[src/rtl/pc_gen.sv]
// pc_gen: fetch-stage program counter with trap/flush redirect, stall hold and return-address stack
module pc_gen #(
  parameter int XLEN = 32,
  parameter logic [XLEN-1:0] RESET_VECTOR = '0,
  parameter int INC = 4,
  parameter int RAS_DEPTH = 4
) (
  input  logic                         clk,
  input  logic                         rst_n,
  input  logic                         pc_write,
  input  logic                         icache_stall,
  input  logic                         dcache_stall,
  input  logic                         trap_valid,
  input  logic [XLEN-1:0]              trap_target,
  input  logic                         flush,
  input  logic [XLEN-1:0]              flush_target,
  input  logic                         call_push,
  input  logic                         ret_pop,
  output logic [XLEN-1:0]              pc_out,
  output logic [XLEN-1:0]              pc_seq,
  output logic [$clog2(RAS_DEPTH):0]   ras_count
);
  localparam int TW = $clog2(RAS_DEPTH);
  localparam int CW = TW + 1;
  logic [XLEN-1:0] ras [RAS_DEPTH];
  logic [TW-1:0] tp, tp_nxt, wr_idx;
  logic [CW-1:0] cnt_nxt;
  logic [XLEN-1:0] pc_nxt;
  logic stall, ras_ok, pop_hit, push, full;
  assign pc_seq  = pc_out + XLEN'(INC);
  assign stall   = !pc_write | icache_stall | dcache_stall;
  assign ras_ok  = !trap_valid & !flush & !stall;
  assign pop_hit = ras_ok & ret_pop & (ras_count != '0);
  assign push    = ras_ok & call_push;
  assign full    = ras_count == CW'(RAS_DEPTH);
  // Prioritised next PC and RAS pointer/count; a push paired with a live pop rewrites the top in place
  always_comb begin
    pc_nxt  = trap_valid ? trap_target : flush ? flush_target : stall ? pc_out : pop_hit ? ras[tp] : pc_seq;
    tp_nxt  = trap_valid ? '0 : (push && !pop_hit) ? tp + TW'(1) : (pop_hit && !push) ? tp - TW'(1) : tp;
    cnt_nxt = trap_valid ? '0 : (push && !pop_hit && !full) ? ras_count + CW'(1) :
              (pop_hit && !push) ? ras_count - CW'(1) : ras_count;
    wr_idx  = pop_hit ? tp : tp + TW'(1);
  end
  // PC and RAS bookkeeping registers
  always_ff @(posedge clk or negedge rst_n) begin
    if (!rst_n) begin
      pc_out    <= RESET_VECTOR;
      tp        <= '0;
      ras_count <= '0;
    end else begin
      pc_out    <= pc_nxt;
      tp        <= tp_nxt;
      ras_count <= cnt_nxt;
    end
  end
  // RAS storage; contents are meaningless until pushed so it carries no reset
  always_ff @(posedge clk) begin
    if (push) ras[wr_idx] <= pc_seq;
  end
endmodule

[config.mk]
export PLATFORM = sky130hd
export DESIGN_NAME = pc_gen
export DESIGN_NICKNAME = d
export VERILOG_FILES = /design/src/rtl/pc_gen.sv
export SDC_FILE = /design/constraint.sdc
export NUM_CORES = 1
export LEC_CHECK = 0
export CAP_MARGIN = 5
export CORE_MARGIN = 4
export CORE_UTILIZATION = 55
export CTS_CLUSTER_SIZE = 24
export DETAILED_ROUTE_END_ITERATION = 10
export DONT_BUFFER_PORTS = 1
export PLACE_DENSITY = 0.73
export SYNTH_ARGS = -nofsm -noshare
export SYNTH_HDL_FRONTEND = slang
export SYNTH_SLANG_ARGS = --single-unit
[constraint.sdc]
create_clock -name clk -period 4.7 [get_ports clk]
set_input_delay 0.47 -clock clk [delete_from_list [all_inputs] [get_ports clk]]
set_output_delay 0.47 -clock clk [all_outputs]
set_load 0.02 [all_outputs]
==> reports/metrics.yaml <==
finish:
  layout.nets: 635
  syn_to_final_growth_pct: 9.62
  finalInstanceArea_um2: 8510
  drive_gt1_share_pct: 15.6
  fillers: 1033
sta:
  setup_tns_ns: 0
  finalHoldViolCount: 0
  tightest_slew_ns: 1.22
  fin_ws_ns: 1.07
  drv_slew: 0
  clock_skew_ns: 0.00794
  setup_viol: 0
  fmax_mhz: 275
  rsz0062_at_grt: "false"
  period_needed_ns: 3.63
  finalCritPeriodShare_pct: 77.2
  slew_headroom_pct: 18.5
detailed_routing:
  vias: 5264
  totalWireLength_mm: 20.7
  postRouteAntennaNets: 0
  wl_per_cell_um: 27.4
  drt_iter0_markers: 561
  firstDrtPassIters: 5
  vias_per_cell: 6.99
  drc_errors: 0
power:
  power.density_nw_per_um2: 385
  swShare_pct: 25.6
  ir_worst_vdd_mv: 0.345
  p_switching_mw: 0.842
  seqPwrFrac_pct: 53.3
  combPwrFrac_pct: 8.8
  p_leak_nw: 2.84
  p_clk_share_pct: 38.0
  internal_power_mw: 2.44
synthesis:
  synth_fa_ha_area_share_pct: 0.419
  synth_cell_type_count: 68
  synth_common_cells: "edfxtp_1 (128), nand2_1 (52), dfrtp_1 (37)"
  synth-edff-count: 128
  synthCells: 562
  yosys.area.top_type: "edfxtp_1"
  synth_xor_xnor_area_share_pct: 3.61
  ys_warn_count: 0
  synth_top_family_by_area: "compound AO/OA/AOI/OAI gates"
  yosysMostFrequentCell: "edfxtp_1"
  async_reset_ff_share_pct: 22.4
  synth-simple-area-share_pct: 10.5
  ys_ff_latch: 165
  synthMuxAreaShare_pct: 9.81
  ys_seq_area_share_pct: 61.4
  synth-main-ff-cell: "edfxtp_1"
  ys_top_cells_by_area: "edfxtp_1 (49%), dfrtp_1 (12%), mux4_2 (9.3%)"
  syn_area_um2: 7770
  synth_top_cell_area_share_pct: 49.5
  synth-compound-area-share_pct: 11.8
  synth_nets: 637
  avgSynthCellArea_um2: 13.8
clock_tree:
  cts-root-buf: "clkbuf_16"
  cts-buffers-inserted: 17
  insertion_delay_ns: 0.43
  clock-sinks: 165
  cts_tree: "yes"
  clockBufferDepth: 2
  htreeDepth: 4
  clk_pin_slew_ns: 0.06
grt:
  grt_pass1_vias: 5291
  antenna_found_initial: 1
  grt_pass1_wl_mm: 31.1
  grt_max_degree: 65
  grt_overflow_total: 0
  grt_usage_pct: 26.2
worst_setup_path:
  crit_end: "pc_seq[30]"
  crit_type: "reg -> out"
  critPathSlowestCell: "nor4_4"
  reg2reg_from: "pc_out[2]$_DFFE_PN0P_"
  worstSetupStartpointType: "register"
  slowest_delay_ns: 0.71
  path_max_fanout: 8
  end_kind: "output port"
  cp-startpoint: "pc_out[2]$_DFFE_PN0P_"
  cp.arrival_ns: 3.16
  cp_cell_sequence: "ha_1 -> nand3_1 -> nor4_4 -> nand4_1 -> xnor2_1"
  worstReg2RegEnd: "pc_out[18]$_DFFE_PN0P_"
  required_ns: 4.23
  ff2ff_path_depth: 6
  regToRegSetupSlack_ns: 1.64
placement:
  dpl-instance-area_um2: 7960
  port_buffers: 0
  dp_hpwl_mm: 13.6
  pre_cts_slack_ns: 1.56
  routabilityCongestion: 0.856
floorplan:
  dieArea_um2: 16100
  die_h_um: 127
  initial_utilization_pct: 56.0
  core_area_um2: 13900
  die_width_um: 127
  row_count: 43
  pin_count: 140
min_path:
  holdCritPathClass: "in -> reg"
status:
  outcome: "completed"
flow_run:
  drv_cap: 0
==> power groups by stage <==
stage	registers (mW)	logic (mW)	clock network [mW]
after detailed placement	1.78	0.273	0
after CTS	1.75	0.286	1.26
after floorplan	1.75	0.229	0
after global placement	1.77	0.263	0
after global routing	1.75	0.311	1.34
final	1.75	0.288	1.25
==> cells in the final DEF, fill, tap and decap left out, types with 6 or more instances in the layout <==
cell type  instances
o21ai_0            9
dfrtp_1           36
nand2_1           52
or3_1              6
a22oi_1            7
nand2b_1           9
inv_1             13
o22ai_1           16
xnor2_1           25
nand3_1           21
a21oi_1           24
mux4_2            32
edfxtp_1         128
nor2_1            22
xor2_1             7
clkbuf_16         17
and3_1             7
o21a_1             8
nand4_1            6
buf_4              8
o31a_1             8
a31oi_1           10
a221oi_1          10
clkbuf_1           8
==> how the worst min path moves through the flow <==
stage | startpoint | end | slack [ns] | depth (start not counted)
after floorplan | rst_n | pc_out[0]$_DFFE_PN0P_ | 0.17 | 0
after global placement | rst_n | pc_out[13]$_DFFE_PN0P_ | 0.18 | 0
after detailed placement | rst_n | pc_out[13]$_DFFE_PN0P_ | 0.18 | 0
after CTS | trap_valid | tp[0]$_DFFE_PN0P_ | 0.09 | 1
after global routing | trap_valid | tp[0]$_DFFE_PN0P_ | 0.11 | 1
final | ret_pop | ras_count[2]$_DFFE_PN0P_ | 0.16 | 1
==> through the flow <==
stage / util [%] / hold WS, ns / power [mW] / cells
4_1_cts: 61.3 / 0.0934 / 3.29 / 752
3_3_place_gp: 57.3 / 0.176 / 2.04 / 719
2_1_floorplan: - / 0.174 / 1.98 / 562
3_5_place_dp: 57.3 / 0.176 / 2.05 / 719
6_report: 61.3 / 0.158 / 3.28 / 753
5_1_grt: 61.3 / 0.109 / 3.40 / 753
==> state kept, by name, summed over array words and instances (netlist names) <==
name / cells
ras_count: 3
ras: 128
pc_out: 32
tp: 2
==> worst max-delay path, delay by kind of cell, from the launching register on <==
kind	cells	cell delay (ns)
XOR/XNOR	1	0.69
flip-flops	1	0.58
AND/OR/NAND/NOR	3	1.18
adder cells (fa/ha/maj)	1	0.28
==> cells by family after synthesis <==
family	Yosys count
AOI/OAI and AO/OA	129
xor gates and xnor gates	32
adders and majority gates	2
buffers and inverters	46
DFF	165
muxes	36
and+or+nand+nor	152
==> area by class of cell <==
type                            count  area (µm²)  share of cell area, %
Inverter                           15        56.3                  0.661
Timing Repair Buffer               10        97.6                   1.15
Clock inverter                      3        21.3                  0.250
Multi-Input combinational cell    351        2840                   33.4
Tap cell                          180         225                   2.65
Clock buffer                       28         497                   5.83
Sequential cell                   165        4770                   56.0
Antenna cell                        1        2.50                 0.0294
==> repair_timing <==
| action | in CTS | in global routing |
|---|---|---|
| hold endpoints to repair | 37 | 0 |
| gates resized for setup | 0 | 0 |
| setup buffers | 0 | 0 |
| hold buffers | 2 | 0 |
==> per-layer routing <==
metal / GRT usage (%) / part of all wire, % / vias up
met2: 41.2 / 49 / 330
met1: 32.8 / 36 / 2674
met3: 9.98 / 12 / 47
met5: 0 / 0 / -
li1: - / - / 2213
met4: 11.1 / 3.1 / 0
Note: power is estimated with default switching activity, not from simulation.
